[src/rtl/rv_regfile_pkg.sv]
// Shared register-file write types and default sizing for the write arbiter and its buffer.
package rv_regfile_pkg;

    localparam int DEFAULT_DEPTH        = 4;
    localparam int DEFAULT_STARVE_LIMIT = 8;

    typedef struct packed {
        logic [4:0]  rd;
        logic [31:0] data;
    } wr_req_t;

endpackage

[src/rtl/reg_write_fifo.sv]
// Circular buffer of pending long-latency-unit register writes, with a lookup
// that reports whether any buffered entry targets a given source register.
module reg_write_fifo
    import rv_regfile_pkg::*;
#(
    parameter int DEPTH = DEFAULT_DEPTH
) (
    input  logic                     clk,
    input  logic                     reset,
    input  logic                     i_push,
    input  wr_req_t                  i_pushReq,
    input  logic                     i_pop,
    input  logic [4:0]               i_rs1,
    input  logic [4:0]               i_rs2,
    output wr_req_t                  o_head,
    output logic [$clog2(DEPTH):0]   o_count,
    output logic                     o_empty,
    output logic                     o_match1,
    output logic                     o_match2
);

    localparam int PTR_W = $clog2(DEPTH);
    localparam int CNT_W = PTR_W + 1;

    wr_req_t            r_mem [DEPTH];
    logic [PTR_W-1:0]   r_wrPtr;
    logic [PTR_W-1:0]   r_rdPtr;
    logic [CNT_W-1:0]   r_count;

    // Storage carries no reset; only the pointers and count define which entries are live.
    always_ff @(posedge clk) begin
        if (i_push) begin
            r_mem[r_wrPtr] <= i_pushReq;
        end
    end

    always_ff @(posedge clk or posedge reset) begin
        if (reset) begin
            r_wrPtr <= '0;
            r_rdPtr <= '0;
            r_count <= '0;
        end else begin
            if (i_push) begin
                r_wrPtr <= r_wrPtr + PTR_W'(1);
            end
            if (i_pop) begin
                r_rdPtr <= r_rdPtr + PTR_W'(1);
            end
            case ({i_push, i_pop})
                2'b10:   r_count <= r_count + CNT_W'(1);
                2'b01:   r_count <= r_count - CNT_W'(1);
                default: r_count <= r_count;
            endcase
        end
    end

    // An entry is live when its distance from the read pointer is below the count.
    always_comb begin
        logic [PTR_W-1:0] offset;
        o_match1 = 1'b0;
        o_match2 = 1'b0;
        offset   = '0;
        for (int i = 0; i < DEPTH; i++) begin
            offset = PTR_W'(i) - r_rdPtr;
            if (CNT_W'(offset) < r_count) begin
                if ((i_rs1 != 5'd0) && (r_mem[i].rd == i_rs1)) begin
                    o_match1 = 1'b1;
                end
                if ((i_rs2 != 5'd0) && (r_mem[i].rd == i_rs2)) begin
                    o_match2 = 1'b1;
                end
            end
        end
    end

    assign o_head  = r_mem[r_rdPtr];
    assign o_count = r_count;
    assign o_empty = (r_count == '0);

endmodule

[src/rtl/reg_write_arbiter.sv]
// Arbitrates the WB-stage write and buffered LLU writes onto one register-file write port.
// Optional starvation guard enabled by defining REG_WRITE_ARB_STARVE_EN.
module reg_write_arbiter
    import rv_regfile_pkg::*;
#(
    parameter int DEPTH        = DEFAULT_DEPTH,
    parameter int STARVE_LIMIT = DEFAULT_STARVE_LIMIT
) (
    input  logic                     clk,
    input  logic                     reset,
    input  logic                     wb_valid,
    input  logic [4:0]               wb_rd,
    input  logic [31:0]              wb_data,
    input  logic                     llu_valid,
    input  logic [4:0]               llu_rd,
    input  logic [31:0]              llu_data,
    output logic                     llu_ready,
    output logic                     regWr,
    output logic [4:0]               ws,
    output logic [31:0]              wr_data,
    output logic                     wb_stall,
    input  logic [4:0]               rs1,
    input  logic [4:0]               rs2,
    output logic                     hazard_rs1,
    output logic                     hazard_rs2,
    output logic [$clog2(DEPTH):0]   fifo_count
);

    localparam int CNT_W = $clog2(DEPTH) + 1;

    if (DEPTH < 2 || DEPTH > 16 || (DEPTH & (DEPTH - 1)) != 0 || STARVE_LIMIT < 1) begin : g_badParam
        $error("reg_write_arbiter: DEPTH must be a power of 2 in 2..16 and STARVE_LIMIT >= 1");
    end

    wr_req_t w_lluReq;
    wr_req_t w_head;
    logic    w_fifoEmpty;
    logic    w_push;
    logic    w_wbWrite;
    logic    w_forceDrain;
    logic    w_grantWb;
    logic    w_grantFifo;
    logic    w_match1;
    logic    w_match2;

    assign w_lluReq  = '{rd: llu_rd, data: llu_data};
    assign llu_ready = (fifo_count < CNT_W'(DEPTH));
    assign w_push    = llu_valid && llu_ready && (llu_rd != 5'd0);
    assign w_wbWrite = wb_valid && (wb_rd != 5'd0);

`ifdef REG_WRITE_ARB_STARVE_EN
    localparam int STARVE_W = $clog2(STARVE_LIMIT + 1);

    logic [STARVE_W-1:0] r_starveCnt;
    logic                r_force;

    assign w_forceDrain = r_force && !w_fifoEmpty;
    assign wb_stall     = w_forceDrain && w_wbWrite;

    // Counts back-to-back WB wins that left buffered writes waiting; the forced drain resets it.
    always_ff @(posedge clk or posedge reset) begin
        if (reset) begin
            r_starveCnt <= '0;
            r_force     <= 1'b0;
        end else if (w_forceDrain) begin
            r_starveCnt <= '0;
            r_force     <= 1'b0;
        end else if (w_grantWb && !w_fifoEmpty) begin
            r_starveCnt <= r_starveCnt + STARVE_W'(1);
            if (r_starveCnt == STARVE_W'(STARVE_LIMIT - 1)) begin
                r_force <= 1'b1;
            end
        end else begin
            r_starveCnt <= '0;
        end
    end
`else
    assign w_forceDrain = 1'b0;
    assign wb_stall     = 1'b0;
`endif

    assign w_grantWb   = w_wbWrite && !w_forceDrain;
    assign w_grantFifo = !w_grantWb && !w_fifoEmpty;

    reg_write_fifo #(
        .DEPTH (DEPTH)
    ) u_fifo (
        .clk       (clk),
        .reset     (reset),
        .i_push    (w_push),
        .i_pushReq (w_lluReq),
        .i_pop     (w_grantFifo),
        .i_rs1     (rs1),
        .i_rs2     (rs2),
        .o_head    (w_head),
        .o_count   (fifo_count),
        .o_empty   (w_fifoEmpty),
        .o_match1  (w_match1),
        .o_match2  (w_match2)
    );

    // ws/wr_data hold their last value on idle cycles; only regWr marks a live write.
    always_ff @(posedge clk or posedge reset) begin
        if (reset) begin
            regWr   <= 1'b0;
            ws      <= 5'd0;
            wr_data <= 32'd0;
        end else if (w_grantWb) begin
            regWr   <= 1'b1;
            ws      <= wb_rd;
            wr_data <= wb_data;
        end else if (w_grantFifo) begin
            regWr   <= 1'b1;
            ws      <= w_head.rd;
            wr_data <= w_head.data;
        end else begin
            regWr   <= 1'b0;
        end
    end

    assign hazard_rs1 = ((rs1 != 5'd0) && regWr && (ws == rs1)) || w_match1;
    assign hazard_rs2 = ((rs2 != 5'd0) && regWr && (ws == rs2)) || w_match2;

endmodule

[config.mk]
export PLATFORM = sky130hd
export DESIGN_NAME = reg_write_arbiter
export DESIGN_NICKNAME = d
export VERILOG_FILES = /design/src/rtl/rv_regfile_pkg.sv /design/src/rtl/reg_write_fifo.sv /design/src/rtl/reg_write_arbiter.sv
export SDC_FILE = /design/constraint.sdc
export NUM_CORES = 1
export LEC_CHECK = 0
export BUFFER_PORTS_ARGS = -buffer_cell sky130_fd_sc_hd__buf_2
export CAP_MARGIN = 20
export CELL_PAD_IN_SITES_DETAIL_PLACEMENT = 0
export CELL_PAD_IN_SITES_GLOBAL_PLACEMENT = 1
export CORE_MARGIN = 4
export CORE_UTILIZATION = 30
export DETAILED_ROUTE_END_ITERATION = 8
export PLACE_DENSITY = 0.56
export SLEW_MARGIN = 5
export SYNTH_ARGS = -nofsm -noshare
export SYNTH_HDL_FRONTEND = slang
export SYNTH_SLANG_ARGS = --single-unit
export TNS_END_PERCENT = 30
[constraint.sdc]
create_clock -name clk -period 2.9 [get_ports clk]
set_input_delay 0.58 -clock clk [delete_from_list [all_inputs] [get_ports clk]]
set_output_delay 0.58 -clock clk [all_outputs]
set_load 0.01 [all_outputs]
# Word level (Yosys, flattened, before mapping)
# Memories as Yosys holds them, arrays and structs flattened.
# Index checks and enable logic that the tools add are counted.
dict set report classes {
  magnitude_cmp 5
  n_eq_ne 12
  n_reduce_logical 27
  muxes 25
  add_sub_neg 8
}
# cell count
set ops {}
lappend ops {{$mux 32} 2}
lappend ops {{$eq 5x5->1} 10}
lappend ops {{$mux 1} 20}
lappend ops {{$reduce_bool 5->1} 4}
lappend ops {{$logic_and 1x1->1} 16}
lappend ops {{$lt 2x3->1} 4}
lappend ops {{$mux 5} 2}
lappend ops {{$pmux 3 s2} 1}
lappend ops {{$add 2x1->2 const B} 2}
lappend ops {{$reduce_bool 2->1} 2}
lappend ops {{$sub 1x2->2 const A} 2}
lappend ops {{$sub 2x2->2 const A} 2}
lappend ops {{$add 3x1->3 const B} 1}
lappend ops {{$logic_not 3->1} 1}
lappend ops {{$lt 3x3->1 const B} 1}
lappend ops {{$sub 3x1->3 const B} 1}
lappend ops {{$eq 2x1->1 const B} 1}
lappend ops {{$eq 2x2->1 const B} 1}
lappend ops {{$logic_not 1->1} 2}
lappend ops {{$logic_or 1x1->1} 2}
dict set report totals {
  regBits 45
  out_inout_bits 45
  word_cells 84
  mem_bits_rw 148
  n_memories 1
}
# name words word_bits rd rd_ports_with_merged_regs write_ports line_no
set mem_list {}
lappend mem_list {u_fifo.r_mem 4 37 5 0 1 reg_write_fifo.sv:25} ;# wr_req_t r_mem [DEPTH];

# Logic depth before layout (Yosys ltp)
# An unclocked memory read counts as a cell.
dict set report depth {
  ltp_word 12
  ltp_mapped 10
  mapped_depth_nobuf 9
}

# By module
# From an unflattened synthesis, not the netlist that was laid out.
dict set report hier_totals {
  cells_unflattened 478
  area_unflattened_um2 8431.8
}
# mod cells_per_inst area_each_um2 n_inst
set by_module_without_submodules {}
lappend by_module_without_submodules {reg_write_fifo 322 6392.4 1}
lappend by_module_without_submodules {reg_write_arbiter 156 2039.5 1}

# Least setup slack after synthesis
# OpenSTA, ideal clock, no wires.
dict set report synth_timing {
  path_kind {reg-to-output}
  startpoint {reg u_fifo.r_rdPtr[1]}
  endpoint {out hazard_rs1}
  t_arrival_ps 1972
  stages_incl_launch_ff 9
  path_buffers 1
  slack_ps 348
  required_ps 2320
  path_cell_list {dfrtp_1 -> buf_1 -> inv_1 -> ha_1 -> a21boi_0 -> o21a_1 -> nor4_1 -> nor3_1 -> a21oi_1}
}
dict set report synth_between {
  elab_chain_len 10
  word_cells_on_any_way 16
  cone_classes {add/sub (4); order compare (4); mux (7); reduce/logical (1)}
}
# element line_no
set synth_rtl {}
lappend synth_rtl {{start, declared} reg_write_fifo.sv:27} ;# logic [PTR_W-1:0] r_rdPtr;
lappend synth_rtl {{start signal, assigned} reg_write_fifo.sv:47} ;# r_rdPtr <= r_rdPtr + PTR_W'(1);
lappend synth_rtl {{$sub 1x2->2} reg_write_fifo.sv:64} ;# offset = PTR_W'(i) - r_rdPtr;
lappend synth_rtl {{$lt 2x3->1} reg_write_fifo.sv:65} ;# if (CNT_W'(offset) < r_count) begin
lappend synth_rtl {{$mux 1} reg_write_fifo.sv:65}
lappend synth_rtl {{$mux 1} reg_write_fifo.sv:66} ;# if ((i_rs1 != 5'd0) && (r_mem[i].rd == i_rs1)) begin
lappend synth_rtl {{$mux 1} reg_write_fifo.sv:65}
lappend synth_rtl {{$mux 1} reg_write_fifo.sv:66}
lappend synth_rtl {{$mux 1} reg_write_fifo.sv:65}
lappend synth_rtl {{$mux 1} reg_write_fifo.sv:66}
lappend synth_rtl {{$mux 1 *} reg_write_fifo.sv:65}
lappend synth_rtl {{$logic_or 1x1->1 *} reg_write_arbiter.sv:121} ;# assign hazard_rs1 = ((rs1 != 5'd0) && regWr && (ws == rs1)) || w_match1;
lappend synth_rtl {{end, declared} reg_write_arbiter.sv:24} ;# output logic hazard_rs1,
# Mark *: on every way between the ends. The rest lies on a longest branch, timed or not.

# Worst setup path in the final report
dict set report layout_timing {
  startpoint {reg u_fifo.r_rdPtr[0]}
  endpoint {out hazard_rs1}
}
# Same word-level chain as after synthesis.

==> results.toml <==
[finish]
fraction_of_layout_cells_with_a_size_suffix_above_1_pct = 43.63
final_util_pct = 36.66
final.fill_count = 2674
top_library_cells_by_usage_in_the_layout_fill_and_taps_aside = "edfxtp_1, buf_2, dfrtp_1"
insertedDiodeCount = 0
areaGrowthSynthToFinish_pct = 19.94
layout_commonest_cell = "edfxtp_1"
nNetsFinal = 736

[flow_run]
cap_viol_max_count = 0

[sta]
setup_viol = 0
grt_setup_unrepaired = "true"
final_max_slew_viol_count = 0
worst_clock_skew_ns = 0.01382
layout_min_cycle_time_ns = 2.894
hold-worst-slack_ns = 0.1676
fin_setup_tns_ns = 0
layout_setup_ws_ns = 0.006175
max_freq_mhz = 345.6
worst_slew_pin_slew_ns = 1.024
timing.slew.headroom_pct = 31.76
finalCritPeriodShare_pct = 99.79
finalHoldViolCount = 0

[routing]
number_of_iterations_in_the_first_detailed_routing_pass = 4
avgRoutedWirePerCell_um = 18.89
ant_nets = 0
drc_violations = 0
route.detailed.vias_per_inst = 4.576
drt_wl_total_mm = 19.44
initial_detailed_routing_violation_count = 262
vias = 4709

[critical_path]
cp_max_fanout = 2
critical_path.startpoint_type = "flop"
crit_family = "flip-flops"
worst-r2r-setup-slack_ns = 0.43
path_cells = "xor2_2 -> inv_1 -> ha_1 -> nand2b_1 -> o2bb2ai_4 -> nor4_4 -> nor3_2 -> a21oi_1 -> buf_2"
cpMaxStageDelayCell = "dfrtp_4"
crit_buf_inv = 2
worstReg2RegStart = "u_fifo.r_rdPtr[0]"
worstPathRequired_ns = 2.32
worst_r2r_path_depth = 5
crit_arrival_ns = 2.31
crit_path_max_incr_delay_ns = 0.50
endpoint_class_of_the_critical_path = "output port"
path_class = "flop to output port"
critical_path.reg2reg.endpoint = "ws[3]"

[placement]
post-place-ws_ns = 0.1587
numPortBuffers = 131
gp_congestion = 0.8323
detailed_place_hpwl_mm = 13.17

[power_and_ir_drop]
power_dens_cells_nw_per_um2 = 905.3
seq_power_share_pct = 41.0
power.net_switching_mw = 3.064
power_mw = 9.246
peakVddDrop_v = 0.0004744
power.share.switching_pct = 33.14
comb_power_share_pct = 33.6
proportion_of_power_drawn_by_the_clock_network_pct = 25.4
cellLeakagePower_nw = 3.617
p_int_mw = 6.182

[synthesis]
synth_top_area_cell = "edfxtp_1"
async_reset_ff_share_pct = 23.32
synth_edf_count = 148
share_of_yosys_cell_area_claimed_by_the_top_area_cell_type_pct = 52.19
primary_flip_flop_cell_chosen_by_synthesis_mapping = "edfxtp_1"
synth.yosys.warnings = 0
seq_area_frac_synth_pct = 65.41
post_synth.cell_area_avg_sq_um = 16.96
syn_inst = 502
netlist_top_cells_area = "edfxtp_1, dfrtp_1, mux4_2"
nets_in_the_synthesized_netlist = 600
ys_seq_elements = 193
synth_area_sq_um = 8516
synthDistinctLibCells = 43

[global_route]
grt_antenna_before_repair = 2
first_pass_grt_wire_length_mm = 29.60
grt_max_degree = 74
track_usage_pct = 12.55
vias_in_the_first_global_route = 5079
overflow = 0

[floorplan]
core.rowCount = 61
die_y_um = 176.5
chipWidth_um = 176.5
io_pins = 133
die_area_sq_um = 31150
core-area_sq_um = 27860
floorplan.initialDensity_pct = 30.57

[hold_path]
worstHoldPathType = "input pin to asynchronous set/reset pin"

[status]
status = "completed"

[clock_tree]
cts.htree.levels = 4
cts-root-buf = "clkbuf_16"
cts_num_sinks = 193
clk-insertion-delay-late_ns = 0.43
ctsLongestPathBuffers = 2
tritoncts = "done"
cts_buffers = 17
cts-hold-fix-buffers = 0
clkSlewWorstSetupHoldPaths_ns = 0.08
-- routing by layer --
metal	vias up	track usage, %	wire, um	part of all wire, %
li1	2156	-	-	-
met5	-	0	14	0.072
met2	108	22.00	10060	52
met4	4	3.030	193	0.99
met1	2423	15.68	8228	42
met3	18	3.084	940	4.8
-- timing repair --
| action | CTS | global route |
|---|---|---|
| setup endpoints to repair | 2 | 2 |
| gates cloned | 0 | 0 |
| buffers inserted | 2 | 0 |
| pin swaps | 2 | 4 |
| resized for setup | 4 | 6 |
-- worst reg2reg max path: cells and delay by family, from the launching register on --
family	cells	cell delay [ns]
muxes	2	0.91
buffers and inverters	2	0.84
DFF	1	0.43
AOI/OAI and AO/OA	1	0.19
-- synthesized netlist by cell type, types with 2 or more instances --
| master | instances |
|---|---|
| clkbuf_1 | 9 |
| mux2_2 | 2 |
| nand2b_1 | 2 |
| buf_2 | 5 |
| nor2_2 | 14 |
| buf_12 | 2 |
| a21oi_2 | 34 |
| buf_1 | 2 |
| buf_6 | 5 |
| nand2_1 | 3 |
| o21a_1 | 2 |
| inv_1 | 9 |
| ha_1 | 9 |
| mux4_2 | 37 |
| and2_1 | 4 |
| nor4_1 | 10 |
| mux2i_1 | 36 |
| buf_8 | 2 |
| a22o_1 | 2 |
| dfrtp_1 | 45 |
| buf_4 | 6 |
| o2bb2ai_1 | 2 |
| edfxtp_1 | 148 |
| nor3_1 | 3 |
| nor2_1 | 24 |
| or4_1 | 2 |
| nand3_1 | 8 |
| a21oi_1 | 4 |
| a31oi_1 | 2 |
| xor2_1 | 27 |
| xnor2_1 | 30 |
-- cell families (layout without fill, tap and decap cells) --
kind of cell / Yosys count / count (layout) / share of synthesized area [%]
AOI/OAI and AO/OA: 51 / 51 / 4.952
buffers and inverters: 42 / 191 / 3.394
adders and majority gates: 10 / 10 / 1.557
other: 1 / 1 / 0.04404
and+or+nand+nor: 73 / 73 / 4.496
DFF: 193 / 193 / 65.41
xor gates and xnor gates: 57 / 57 / 5.862
muxes: 75 / 75 / 14.28
-- power by group through the flow --
stage | sequential, mW | clock [mW] | combinational, mW
after floorplan | 3.90 | 0 | 2.08
after global placement | 3.86 | 0 | 3.03
after detailed placement | 3.88 | 0 | 3.06
after CTS | 3.80 | 2.41 | 3.15
after global routing | 3.85 | 2.54 | 3.43
final | 3.79 | 2.34 | 3.11
-- state kept, by name, indices dropped and copies added, names as in the netlist --
name / cells
u_fifo.o_count: 3
u_fifo.r_rdPtr: 2
u_fifo.r_wrPtr: 2
wr_data: 32
regWr: 1
ws: 5
u_fifo.r_mem: 148
-- layout make-up --
| cell class | instances | area, sq um | area share (%) |
|---|---|---|---|
| multi-input cells | 267 | 2741 | 26.84 |
| well taps | 378 | 473.0 | 4.631 |
| clock inverters | 15 | 170.2 | 1.666 |
| repair buffers | 149 | 790.8 | 7.742 |
| clock buffers | 17 | 425.4 | 4.165 |
| inverters | 10 | 37.54 | 0.3675 |
| flip-flops and latches | 193 | 5575 | 54.59 |
-- worst max path at each step --
stage,startpoint,endpoint,slack [ns],cells after the start
finish,u_fifo.r_rdPtr[0],hazard_rs1,0.006,9
global route,u_fifo.o_count[1],hazard_rs1,-0.10,8
CTS,u_fifo.r_rdPtr[0],hazard_rs2,0.003,9
detailed placement,wb_rd[1],u_fifo.o_count[2],0.16,10
global placement,wb_rd[1],u_fifo.o_count[2],0.20,10
floorplan,u_fifo.r_rdPtr[1],hazard_rs1,0.35,8
-- stage by stage --
step | cells | cell area [sq um]
6_report | 1029 | 10210
5_1_grt | 1029 | 10210
4_1_cts | 1029 | 10170
3_5_place_dp | 995 | 9535
3_3_place_gp | 995 | 9535
2_1_floorplan | 502 | 8516
(Power assumes the default switching activity.)
